[src/rtl/ref_row_rd_ctrl.sv]
`default_nettype none
// +--------------------------------------------------------------------------+
// | Module      : ref_row_rd_ctrl                                            |
// | Description : Search-window reference row read controller. A start      |
// |               pulse launches one pass that reads AREA1_ROWS sub-area-1   |
// |               rows and then AREA2_ROWS sub-area-2 rows back to back,     |
// |               presenting a 16-way bank select plus an in-bank row        |
// |               index per request. A single-cycle done pulse marks normal  |
// |               completion. abort cancels a pass without a done pulse.     |
// | Ports       : clk, rst          - clock, sync active-high reset          |
// |               start, abort      - pass launch / cancel                   |
// |               rd_ready          - read port accepts current request      |
// |               rd_en             - read request valid                     |
// |               rdR_sel, rd_addr  - bank select / row index in bank        |
// |               sub_area1/2_row_count - current row of each sub-area       |
// |               busy, done        - pass active / pass complete pulse      |
// | Revision    : 1.0 - initial release                                      |
// +--------------------------------------------------------------------------+
module ref_row_rd_ctrl #(
   parameter int unsigned AREA1_ROWS  = 10,
   parameter int unsigned AREA2_ROWS  = 32,
   parameter int unsigned BANK_OFFSET = 10
) (
   input  logic       clk,
   input  logic       rst,
   input  logic       start,
   input  logic       abort,
   input  logic       rd_ready,
   output logic       rd_en,
   output logic [3:0] rdR_sel,
   output logic [2:0] rd_addr,
   output logic [6:0] sub_area1_row_count,
   output logic [6:0] sub_area2_row_count,
   output logic       busy,
   output logic       done
);

   localparam logic [1:0] c_IDLE  = 2'd0;
   localparam logic [1:0] c_AREA1 = 2'd1;
   localparam logic [1:0] c_AREA2 = 2'd2;
   localparam logic [1:0] c_DONE  = 2'd3;

   localparam logic [6:0] c_BASE    = 7'(BANK_OFFSET);
   localparam logic [6:0] c_A1_LAST = 7'(AREA1_ROWS - 1);
   // Row counts are 7 bits wide; the terminal value wraps the same way the
   // counter does.
   localparam logic [6:0] c_A2_LAST = 7'(BANK_OFFSET + AREA2_ROWS - 1);

   logic [1:0] r_state;
   logic [1:0] w_state_nxt;
   logic       r_rd_en, r_busy, r_done;
   logic [3:0] r_sel;
   logic [2:0] r_addr;
   logic [6:0] r_cnt1, r_cnt2;

   logic       w_rd_en_nxt, w_busy_nxt, w_done_nxt;
   logic [3:0] w_sel_nxt;
   logic [2:0] w_addr_nxt;
   logic [6:0] w_cnt1_nxt, w_cnt2_nxt, w_diff;
   logic       w_xfer;

   // rd_en is high exactly in AREA1/AREA2, so it doubles as the request
   // qualifier for a transfer.
   assign w_xfer = r_rd_en & rd_ready;

   // State and output registers
   always_ff @(posedge clk) begin
      if (rst) begin
         r_state <= c_IDLE;
         r_rd_en <= 1'b0;
         r_busy  <= 1'b0;
         r_done  <= 1'b0;
         r_sel   <= 4'd0;
         r_addr  <= 3'd0;
         r_cnt1  <= 7'd0;
         r_cnt2  <= 7'd0;
      end else begin
         r_state <= w_state_nxt;
         r_rd_en <= w_rd_en_nxt;
         r_busy  <= w_busy_nxt;
         r_done  <= w_done_nxt;
         r_sel   <= w_sel_nxt;
         r_addr  <= w_addr_nxt;
         r_cnt1  <= w_cnt1_nxt;
         r_cnt2  <= w_cnt2_nxt;
      end
   end

   // Next-state logic; abort outranks a simultaneous transfer.
   always_comb begin
      w_state_nxt = r_state;
      case (r_state)
         c_IDLE: begin
            if (start) w_state_nxt = c_AREA1;
         end
         c_AREA1: begin
            if (abort)
               w_state_nxt = c_IDLE;
            else if (w_xfer && (r_cnt1 == c_A1_LAST))
               w_state_nxt = c_AREA2;
         end
         c_AREA2: begin
            if (abort)
               w_state_nxt = c_IDLE;
            else if (w_xfer && (r_cnt2 == c_A2_LAST))
               w_state_nxt = c_DONE;
         end
         c_DONE:  w_state_nxt = c_IDLE;
         default: w_state_nxt = c_IDLE;
      endcase
   end

   // Next-output logic. Outputs are derived from the next state and next
   // counts so every port comes straight from a flop.
   always_comb begin
      w_cnt1_nxt = r_cnt1;
      w_cnt2_nxt = r_cnt2;
      w_sel_nxt  = r_sel;
      w_addr_nxt = r_addr;
      w_diff     = 7'd0;

      case (r_state)
         c_IDLE: begin
            if (start) w_cnt1_nxt = 7'd0;
         end
         c_AREA1: begin
            if (!abort && w_xfer) begin
               w_cnt1_nxt = r_cnt1 + 7'd1;
               if (r_cnt1 == c_A1_LAST) w_cnt2_nxt = c_BASE;
            end
         end
         c_AREA2: begin
            if (!abort && w_xfer) w_cnt2_nxt = r_cnt2 + 7'd1;
         end
         default: ;
      endcase

      w_rd_en_nxt = (w_state_nxt == c_AREA1) || (w_state_nxt == c_AREA2);
      w_busy_nxt  = w_rd_en_nxt;
      w_done_nxt  = (w_state_nxt == c_DONE);

      // Bank select wraps modulo 16; the upper bits of the row offset pick
      // the row within the bank. Outside the read states they hold.
      if (w_state_nxt == c_AREA1) begin
         w_sel_nxt  = w_cnt1_nxt[3:0];
         w_addr_nxt = w_cnt1_nxt[6:4];
      end else if (w_state_nxt == c_AREA2) begin
         w_diff     = w_cnt2_nxt - c_BASE;
         w_sel_nxt  = w_diff[3:0];
         w_addr_nxt = w_diff[6:4];
      end
   end

   assign rd_en               = r_rd_en;
   assign busy                = r_busy;
   assign done                = r_done;
   assign rdR_sel             = r_sel;
   assign rd_addr             = r_addr;
   assign sub_area1_row_count = r_cnt1;
   assign sub_area2_row_count = r_cnt2;

endmodule
`default_nettype wire

[config.mk]
export PLATFORM = sky130hd
export DESIGN_NAME = ref_row_rd_ctrl
export DESIGN_NICKNAME = d
export VERILOG_FILES = /design/src/rtl/ref_row_rd_ctrl.sv
export SDC_FILE = /design/constraint.sdc
export NUM_CORES = 1
export LEC_CHECK = 0
export BUFFER_PORTS_ARGS = -buffer_cell sky130_fd_sc_hd__buf_2
export CELL_PAD_IN_SITES_DETAIL_PLACEMENT = 0
export CELL_PAD_IN_SITES_GLOBAL_PLACEMENT = 2
export CORE_ASPECT_RATIO = 0.9
export CORE_UTILIZATION = 34
export CTS_CLUSTER_DIAMETER = 60
export CTS_CLUSTER_SIZE = 12
export DETAILED_ROUTE_END_ITERATION = 8
export PLACE_DENSITY_LB_ADDON = 0.1
export REMOVE_ABC_BUFFERS = 1
export SYNTH_ARGS = -nofsm -noshare
export SYNTH_HDL_FRONTEND = slang
export SYNTH_SLANG_ARGS = --single-unit
[constraint.sdc]
create_clock -name clk -period 6.65 [get_ports clk]
set_clock_uncertainty 0.2 [all_clocks]
set_input_delay 1.33 -clock clk [delete_from_list [all_inputs] [get_ports clk]]
set_output_delay 1.33 -clock clk [all_outputs]
set_load 0.02 [all_outputs]
==> out/results.md <==
| Group | Result | Value |
| --- | --- | --- |
| die | Boundary pin count | 29 |
| final layout | Layout Area Growth over Synthesis | 13.7% |
| routing | Via count | 1,523 |
| routing | Router iterations before antenna repair | 4 |
| global routing | Overall routing resource usage | 0.185 |
| pwr | Power density over the cells | 177 nW/um^2 |
| die | Core outline area | 4490 sq um |
| worst setup path | Nature of the critical path endpoint | flip-flop |
| clocking | Clock Sinks | 25 |
| routing | Vias per Instance | 5.38 |
| global routing | Final global-route overflow total | 0 |
| worst hold path | Worst min-delay path category | flip-flop to flip-flop |
| logic synthesis | Number of enable flip-flop cells after synthesis | 0 |
| placement | Detailed placement HPWL | 3240 microns |
| die | Row count | 23 |
| clocking | Number of buffers added by the clock tree synthesis step | 3 |
| final layout | Finished layout cell area | 1810 sq um |
| sta | Peak clock frequency supported by timing | 292 MHz |
| outcome | Outcome | finished clean |
| worst setup path | Highest cell delay on the worst timing path | 0.58 ns |
| pwr | Static leakage | 0.000771 uW |
| sta | Min cycle time layout | 3.42 ns |
| worst setup path | Category of the critical setup timing path | input port to flip-flop |
| worst setup path | Startpoint type of the worst setup path | input port |
| clocking | Clock insertion delay at the later pin of the skew report | 0.27 ns |
| global routing | Maximum number of pins on one net before global-route repair | 23 |
| run | Reported max-cap violation count | 0 |
| worst setup path | Cell chain of the critical path | buf_2 -> nand4b_1 -> or4_1 -> o211ai_1 -> a32oi_1 -> ha_1 -> and2b_1 -> a22oi_1 -> o22ai_1 |
| global routing | First-pass GRT wire length | 6900 microns |
| routing | Final routed wire length divided by cell count | 15.1 microns |
| final layout | Antenna Cells | 0 |
| worst setup path | CP arrival | 3.37 ns |
| logic synthesis | Async S/R FF share, synth | 0 |
| sta | Remaining max-slew budget at the tightest pin | 0.620 |
| sta | # setup viols final | 0 |
| final layout | Highest-count cells in the layout ignoring fill and taps | sky130_fd_sc_hd__buf_2, sky130_fd_sc_hd__dfxtp_1, sky130_fd_sc_hd__nor2_1, sky130_fd_sc_hd__nand2_1, sky130_fd_sc_hd__inv_1 |
| routing | Initial DRC Count | 101 |
| logic synthesis | Cells after synthesis | 197 |
| worst setup path | Top fanout value on the critical path | 14 |
| die | Die extent in y | 66.9 microns |
| routing | Number of routed nets with antenna violations | 0 |
| final layout | Most common library cell in the layout ignoring fill and taps | sky130_fd_sc_hd__buf_2 |
| logic synthesis | Ys Warns | 0 |
| final layout | Share of layout cells above drive strength 1 | 0.190 |
| logic synthesis | Cell area after technology mapping | 1590 sq um |
| clocking | CTS hold repair buffers | 0 |
| logic synthesis | Proportion of netlist area held by the largest area contributor | 0.314 |
| clocking | CTS tree | yes |
| clocking | Number of setup buffers added after CTS | 0 |
| worst setup path | Required time reported for the critical path endpoint | 6.60 ns |
| final layout | Fill cells | 494 |
| final layout | Post-Route Utilization | 0.404 |
| die | Starting utilization of the core area | 0.355 |
| logic synthesis | Main flop type after synthesis | sky130_fd_sc_hd__dfxtp_1 |
| clocking | Maximum level of the CTS H-tree | 1 |
| routing | Total DRC errors in the routed layout | 0 |
| placement | Setup slack at placement | 2.91 ns |
| logic synthesis | Number of synthesized register bits | 25 |
| logic synthesis | Unique masters post-synth | 48 |
| clocking | CTS-repair resized insts | 0 |
| placement | Placement-stage cell area | 1770 sq um |
| worst setup path | Cell class contributing the biggest share of worst-path delay | simple AND/OR/NAND/NOR gates |
| sta | Fin Hold WS | 0.271 ns |
| pwr | IR drop worst, VDD | 97.8 uV |
| placement | Number of buffer cells added on primary ports | 28 |
| die | Horizontal extent of the die | 74.1 microns |
| sta | Final total negative setup slack | 0 ns |
| sta | Share of the clock period used by the worst path after layout | 0.515 |
| routing | Sum of routed wire length over all layers | 4270 microns |
| placement | Routability-driven placement congestion ratio | 0.853 |
| final layout | Storage element area | 500 sq um |
| sta | Final slew viol count | 0 |
| clocking | Clock-pin transition on the worst setup and hold timing paths | 0.09 ns |
| global routing | Number of antenna violations at the first check in global routing | 0 |
| clocking | Clk Tree Root Cell | sky130_fd_sc_hd__clkbuf_8 |
| logic synthesis | Part of the Yosys area used for sequential elements | 0.314 |
| global routing | Number of global-route vias before repair | 1,361 |
| logic synthesis | Dominant cell type by area after synthesis | sky130_fd_sc_hd__dfxtp_1 |
| worst setup path | Highest-delay cell along the critical path | sky130_fd_sc_hd__ha_1 |
| final layout | Footprint of the multi-input gates | 1010 sq um |
| sta | Final count of hold timing violations | 0 |
| worst setup path | Critical path buffer and inverter count | 1 |
| sta | Worst Max-Slew Pin Slew | 0.569 ns |
| clocking | CTS Buffer Depth | 2 |
| sta | Final critical-path setup slack | 3.23 ns |
| logic synthesis | Post-synthesis average cell area | 8.09 sq um |
| die | Full die area | 4960 sq um |
| logic synthesis | Top post-synthesis cells by area | sky130_fd_sc_hd__dfxtp_1, sky130_fd_sc_hd__ha_1, sky130_fd_sc_hd__nor2_1, sky130_fd_sc_hd__nand2_1, sky130_fd_sc_hd__a21oi_1 |
| sta | RSZ-0062 raised after global routing | no |
| final layout | Number of nets in the layout | 237 |
registers in the layout (all words and copies together), names as in the netlist:
register	cells
r_state	2
busy	1
sub_area2_row_count	7
done	1
sub_area1_row_count	7
rd_addr	3
rdR_sel	4
path summary, 6_finish.rpt:
check	from	to	slack, ns	cells after the start
max reg2reg	r_state[0]	rd_addr[0]	3.46	10
min	rdR_sel[0]	rdR_sel[0]	0.27	2
max	rd_ready	rd_addr[0]	3.23	9
min reg2reg	rdR_sel[0]	rdR_sel[0]	0.27	2
report_power, final:
part           internal (uW)  switching [uW]  total [uW]  leakage [uW]
logic                   22.9            44.1        67.0      0.000543
registers                157            5.08         162      0.000203
clock network           41.9            49.0        90.9     0.0000255
metal layers:
metal,vias up,track usage,share of wire
met5,-,0,0
li1,757,-,-
met4,0,0.0457,0.0044
met1,720,0.261,0.49
met2,44,0.278,0.45
met3,2,0.0424,0.048
layout make-up:
cell class	count	area share
Clock buffer	3	0.0228
Timing Repair Buffer	28	0.0773
Multi-Input combinational cell	153	0.555
Sequential cell	25	0.276
Clock inverter	1	0.00276
Inverter	11	0.0228
Tap cell	62	0.0428
worst reg2reg max path: stages, from the launching register on:
cell and delay, ns:
sky130_fd_sc_hd__dfxtp_1 0.35, sky130_fd_sc_hd__inv_1 0.08, sky130_fd_sc_hd__ha_1 0.35, sky130_fd_sc_hd__inv_1 0.20, sky130_fd_sc_hd__or4_1 0.57, sky130_fd_sc_hd__o211ai_1 0.11
sky130_fd_sc_hd__a32oi_1 0.13, sky130_fd_sc_hd__ha_1 0.58, sky130_fd_sc_hd__and2b_1 0.26, sky130_fd_sc_hd__a22oi_1 0.15, sky130_fd_sc_hd__o22ai_1 0.10
cell families after synthesis:
| kind of cell | share of synthesized area |
|---|---|
| fa+ha+maj | 0.0786 |
| flops | 0.314 |
| buf+inv | 0.0542 |
| xor+xnor | 0.0275 |
| simple gates | 0.289 |
| compound gates | 0.217 |
| mux | 0.0196 |
stage by stage:
stage,power (uW),instances
after global placement,232,279
after floorplan,210,189
final,320,283
after CTS,325,283
after detailed placement,232,279
after global routing,339,283
cell usage after synthesis, types with 4 or more instances:
library cell and n:
sky130_fd_sc_hd__nor3_1 4, sky130_fd_sc_hd__nor2_1 24, sky130_fd_sc_hd__inv_1 11, sky130_fd_sc_hd__and3_1 5
sky130_fd_sc_hd__and2_1 6, sky130_fd_sc_hd__dfxtp_1 25, sky130_fd_sc_hd__ha_1 10, sky130_fd_sc_hd__a21oi_1 10
sky130_fd_sc_hd__o211ai_1 4, sky130_fd_sc_hd__o21ai_0 10, sky130_fd_sc_hd__a22oi_1 5, sky130_fd_sc_hd__nand4_1 6
sky130_fd_sc_hd__nand2_1 18, sky130_fd_sc_hd__nand3_1 5, sky130_fd_sc_hd__clkbuf_1 5
(Power assumes the default switching activity.)
